## src/rtl/mult_div_unit.sv

```systemverilog
// mult_div_unit: iterative 32x32 multiply / divide unit.
// One operation takes 33 cycles after the start edge: 32 iterations (shift-add
// for multiply, restoring shift-subtract for divide), then one finish cycle that
// applies sign correction and writes hi/lo.
module mult_div_unit (
  input  logic        clk,
  input  logic        rst_n,
  input  logic        start,
  input  logic [1:0]  op,
  input  logic [31:0] srcA,
  input  logic [31:0] srcB,
  output logic        busy,
  output logic        done,
  output logic [31:0] hi,
  output logic [31:0] lo
);

  typedef enum logic [1:0] {
    IDLE   = 2'd0,
    RUN    = 2'd1,
    FINISH = 2'd2
  } state_t;

  state_t      state_q, state_d;
  logic [4:0]  cnt_q, cnt_d;
  logic        div_q, div_d;       // 1: divide, 0: multiply
  logic        neg_q_q, neg_q_d;   // negate product / quotient
  logic        neg_r_q, neg_r_d;   // negate remainder (dividend was negative)
  logic [31:0] opnd_q, opnd_d;     // multiplicand (mult) or divisor (div)
  logic [63:0] acc_q, acc_d;       // mult: {partial, multiplier}; div: {rem, quot}
  logic [31:0] hi_q, hi_d;
  logic [31:0] lo_q, lo_d;
  logic        done_q, done_d;

  logic        sgn, a_neg, b_neg;
  logic [31:0] mag_a, mag_b;
  logic [32:0] sum;
  logic [32:0] rem_sh;
  logic        fits;
  logic [31:0] rem_sub;
  logic [63:0] prod_neg;
  logic [31:0] quo_neg, rem_neg;

  // State and datapath registers; reset clears everything, discarding any operation.
  always_ff @(posedge clk or negedge rst_n) begin
    if (!rst_n) begin
      state_q <= IDLE;
      cnt_q   <= '0;
      div_q   <= 1'b0;
      neg_q_q <= 1'b0;
      neg_r_q <= 1'b0;
      opnd_q  <= '0;
      acc_q   <= '0;
      hi_q    <= '0;
      lo_q    <= '0;
      done_q  <= 1'b0;
    end else begin
      state_q <= state_d;
      cnt_q   <= cnt_d;
      div_q   <= div_d;
      neg_q_q <= neg_q_d;
      neg_r_q <= neg_r_d;
      opnd_q  <= opnd_d;
      acc_q   <= acc_d;
      hi_q    <= hi_d;
      lo_q    <= lo_d;
      done_q  <= done_d;
    end
  end

  // Next-state, iteration step and result write-back.
  always_comb begin
    state_d = state_q;
    cnt_d   = cnt_q;
    div_d   = div_q;
    neg_q_d = neg_q_q;
    neg_r_d = neg_r_q;
    opnd_d  = opnd_q;
    acc_d   = acc_q;
    hi_d    = hi_q;
    lo_d    = lo_q;
    done_d  = 1'b0;

    sgn   = ~op[0];
    a_neg = sgn & srcA[31];
    b_neg = sgn & srcB[31];
    mag_a = a_neg ? (~srcA + 32'd1) : srcA;
    mag_b = b_neg ? (~srcB + 32'd1) : srcB;

    sum     = {1'b0, acc_q[63:32]} + {1'b0, opnd_q};
    rem_sh  = acc_q[63:31];
    fits    = (rem_sh >= {1'b0, opnd_q});
    // A successful subtract always leaves a remainder below the divisor, so 32 bits suffice.
    rem_sub = acc_q[62:31] - opnd_q;

    prod_neg = ~acc_q + 64'd1;
    quo_neg  = ~acc_q[31:0] + 32'd1;
    rem_neg  = ~acc_q[63:32] + 32'd1;

    case (state_q)
      IDLE: begin
        if (start) begin
          div_d   = op[1];
          neg_q_d = a_neg ^ b_neg;
          neg_r_d = a_neg;
          opnd_d  = op[1] ? mag_b : mag_a;
          acc_d   = {32'd0, (op[1] ? mag_a : mag_b)};
          cnt_d   = '0;
          state_d = RUN;
        end
      end
      RUN: begin
        if (div_q) begin
          acc_d = fits ? {rem_sub, acc_q[30:0], 1'b1} : {acc_q[62:0], 1'b0};
        end else begin
          acc_d = acc_q[0] ? {sum, acc_q[31:1]} : {1'b0, acc_q[63:1]};
        end
        cnt_d = cnt_q + 5'd1;
        if (cnt_q == 5'd31) begin
          state_d = FINISH;
        end
      end
      FINISH: begin
        if (div_q) begin
          // Divide by zero leaves rem = |dividend| (restored to srcA by the sign fix);
          // the quotient is forced to all ones regardless of operand signs.
          lo_d = (opnd_q == 32'd0) ? '1 : (neg_q_q ? quo_neg : acc_q[31:0]);
          hi_d = neg_r_q ? rem_neg : acc_q[63:32];
        end else begin
          {hi_d, lo_d} = neg_q_q ? prod_neg : acc_q;
        end
        done_d  = 1'b1;
        state_d = IDLE;
      end
      default: begin
        state_d = IDLE;
      end
    endcase
  end

  assign busy = (state_q != IDLE);
  assign done = done_q;
  assign hi   = hi_q;
  assign lo   = lo_q;

endmodule

```

## config.mk

```make
export PLATFORM = sky130hd
export DESIGN_NAME = mult_div_unit
export DESIGN_NICKNAME = d
export VERILOG_FILES = /design/src/rtl/mult_div_unit.sv
export SDC_FILE = /design/constraint.sdc
export NUM_CORES = 1
export LEC_CHECK = 0
export ABC_AREA = 0
export CAP_MARGIN = 20
export CORE_AREA = 2 2 211 213
export DETAILED_ROUTE_END_ITERATION = 8
export DIE_AREA = 0 0 213 215
export DONT_BUFFER_PORTS = 1
export MAX_ROUTING_LAYER = met4
export PLACE_DENSITY = 0.56
export SLEW_MARGIN = 10
export SYNTH_ARGS = -nofsm -noshare
export SYNTH_HDL_FRONTEND = slang
export SYNTH_SLANG_ARGS = --single-unit
```

## constraint.sdc

```tcl
create_clock -name clk -period 2.9 [get_ports clk]
set_input_delay 0.87 -clock clk [delete_from_list [all_inputs] [get_ports clk]]
set_output_delay 0.87 -clock clk [all_outputs]
set_load 0.02 [all_outputs]
```

==> flow_summary.yaml <==
grt:
  grt_usage_pct: 26.47
  grt_first_pass_wirelength_um: 89850
  grt_max_degree: 172
  grt_pass1_vias: 15470
  antenna_found_initial: 0
  grt_overflow: 0
timing:
  clock_skew_ps: 13.92
  hold_violations: 0
  final.setup.tns_ps: -348.6
  fmax_mhz: 336.3
  rsz0062_at_grt: "true"
  fin_ws_ps: -73.51
  final-setup-viol-count: 9
  worst_pin_slew_ps: 853.1
  min_period_over_period_pct: 102.5
  slew_viol_final: 0
  timing.slew.headroom_pct: 42.91
  layout_min_cycle_time_ps: 2974
power_and_ir_drop:
  combPwrFrac_pct: 77.5
  p_switching_uw: 14080
  powerDensity_nw_per_um2: 1456
  ir_drop_mv: 0.5630
  switching_share_pct: 47.93
  p_leak_uw: 0.008598
  clock_power_share_pct: 8.1
  seqPwrFrac_pct: 14.4
  p_int_uw: 15290
logic_synthesis:
  synth.distinct_cells: 79
  synth.avg_cell_area_um2: 7.831
  ys.flop_type: "dfrtp_1"
  synth-edff-count: 0
  ys_async_sr_fraction_pct: 100.0
  yosys_warnings: 0
  synth_seq_cells: 171
  synth_seq_area_share_pct: 28.52
  synthesis.instances: 1916
  netlist_area_um2: 15000
  synth_fp_nets: 2057
placed_design:
  place_hpwl_um: 45800
  pre_cts_slack_ps: -419.9
  place_area_um2: 18240
  port_buffers: 0
  place_congestion: 0.9735
critical_path:
  cp_max_fo: 3
  crit_family: "compound AO/OA/AOI/OAI gates"
  worst_setup_path_end_kind: "flop"
  cp_data_required_time_ps: 3250
  cpPeakStageDelay_ps: 450
  crit_type: "reg -> reg"
  crit_arrival_ps: 3320
  critPathLaunchType: "flop"
  cp_cell_sequence: "buf_6 -> ha_4 -> a21o_1 -> a21oi_1 -> o21ai_1 -> buf_4 -> a31oi_2 -> buf_4 -> o41ai_4 -> buf_4 -> o41a_1 -> nand4_1 -> o211ai_1 -> a32o_1"
  worst-path-buf-inv: 4
  crit_slowest_cell: "o41a_1"
  cp_common_cell: "buf_4"
layout:
  utilization_pct: 46.23
  n_antenna_cell: 0
  layout-area-overhead-vs-synth_pct: 34.47
  multi_input_area_um2: 11090
  fillCellCount: 4264
  stdcell_area_um2: 20180
  seq_area_um2: 4292
  nets: 2355
  drive_gt1_share_pct: 28.92
clock_network:
  clk_pin_slew_worst_paths_ps: 80
  htree_levels: 4
  cts_root_buffer: "clkbuf_16"
  clock_path_buffers: 2
  clock_latency_ps: 470
  cts_tree: "done"
  cts_buffers: 17
  cts_num_sinks: 171
detailed_routing:
  antenna_left: 0
  drtIter0Drc: 1367
  top_layer_used: "met4"
  wl_per_cell_um: 21.06
  drtPass1Iterations: 7
  route.met3.wl_um: 4164
  met2_length_um: 27040
  vias: 15710
  wl_met1_um: 26150
  viasPerCell: 5.574
  routed_wl_um: 59370
  route.detailed.drc: 0
die:
  fp.dieH_um: 215
  die-width_um: 213
  rows: 77
  die_area_um2: 45800
  core_um2: 43640
  start_util_pct: 34.38
  ios: 135
flow_run:
  max_cap_violations: 0
run_status:
  status: "finished, violations left"
  failed_checks: "setup timing"
hold_path:
  worstHoldPathType: "in -> async"
## layout make-up
class / instances / share of cell area, %
Multi-Input combinational cell: 1552 / 54.94
Sequential cell: 171 / 21.27
Timing Repair Buffer: 412 / 16.05
Tap cell: 592 / 3.671
Clock buffer: 19 / 2.195
Inverter: 60 / 1.129
Clock inverter: 13 / 0.7441
## layout by cell type, fill, tap and decap left out, types with 24 or more instances in the layout
master / instances
a21oi_1: 192
buf_4: 391
o211ai_1: 29
a21o_1: 25
a211oi_1: 28
o21ai_1: 38
nand2_1: 195
nor3_1: 24
ha_1: 50
mux2i_1: 58
dfrtp_1: 163
nor2_1: 157
inv_1: 51
xnor2_1: 70
o21ai_0: 119
xor2_1: 92
nand4_1: 25
## flip-flops by register name, indices dropped and copies added, names as in the netlist, 2 cells and up
signal	cells
hi	32
cnt_q	5
lo	32
state_q	2
opnd_q	32
acc_q	64
## worst reg2reg max path, cell delays in order, from the launching register on
cell      delay, ps
dfrtp_1         390
buf_6           140
ha_4            240
a21o_1          180
a21oi_1         140
o21ai_1          90
buf_4           160
a31oi_2         120
buf_4           170
o41ai_4          80
buf_4           160
o41a_1          450
nand4_1         130
o211ai_1        120
a32o_1          280
## Yosys cell counts (8+ instances only)
cell      instances  area [um2]
and3_1           11       68.82
o31ai_1          28       210.2
xnor2_1          79       691.9
a221oi_1          9       78.83
or4_1            12       90.09
nand3_1          19       95.09
nand4_1          25       156.4
o21ai_1          11       55.05
nor4_1           23       143.9
dfrtp_1         171        4279
a211oi_1         32       240.2
o21ai_0         157       785.8
nor3_1           33       165.2
or3_1            23       143.9
nor2b_1          18       112.6
inv_1            59       221.5
a21o_1           26       195.2
o41ai_1          13       113.9
a22oi_1           8       60.06
nand2b_1         22       137.6
o211ai_1         29       217.7
o21a_1           22       165.2
ha_1             70       875.8
a21oi_1         215        1076
a31oi_1          23       143.9
and2_1            8       50.05
nor2_1          161       604.3
buf_1            12       45.04
xor2_1           93       814.5
nand2_1         200       750.7
mux2i_1          58       580.6
clkbuf_1        119       446.7
## cell families after synthesis
| family | Yosys count | share of synthesized area [%] |
|---|---|---|
| AND/OR/NAND/NOR | 602 | 19.73 |
| flip-flops | 171 | 28.52 |
| XOR/XNOR | 172 | 10.04 |
| adder cells (fa/ha/maj) | 72 | 6.104 |
| multiplexers | 64 | 4.320 |
| buffers and inverters | 194 | 4.920 |
| AO/OA/AOI/OAI | 641 | 26.37 |
## path summary, 6_finish.rpt
check / start / end / slack, ps / depth (start not counted)
max: opnd_q[3] / acc_q[62] / -70 / 14
min: rst_n / lo[13] / 90 / 0
max reg2reg: opnd_q[3] / acc_q[62] / -70 / 14
min reg2reg: cnt_q[3] / cnt_q[3] / 490 / 1
max in group asynchronous: rst_n / acc_q[58] / 2580 / 0
min in group clk: cnt_q[3] / cnt_q[3] / 490 / 1
## routing by layer
metal	vias up	GRT usage [%]
li1	7540	-
met1	7540	34.35
met2	544	40.40
met3	89	5.845
met4	0	9.394
met5	-	-
## power by group through the flow
stage	Sequential (uW)	Clock, uW	Combinational, uW
after floorplan	4200	0	11500
after global placement	4170	0	19600
after detailed placement	4190	0	19800
after CTS	4170	2430	20900
after global routing	4320	2530	24600
final	4230	2390	22800
## through the flow
stage          cells  total power [uW]  hold WS [ps]
6_report        2819             29370         93.82
3_3_place_gp    2752             23750         467.8
5_1_grt         2819             31430         65.04
4_1_cts         2799             27550         76.45
2_1_floorplan   1916             15660         449.4
3_5_place_dp    2752             23950         480.7
## timing repair
item,4_1_cts,5_1_grt
pin swaps,41,85
setup buffers,16,22
gates resized for setup,90,137
setup endpoints to repair,58,61
cloned,1,1
hold buffers,0,0
Note: power is estimated with default switching activity, not from simulation.
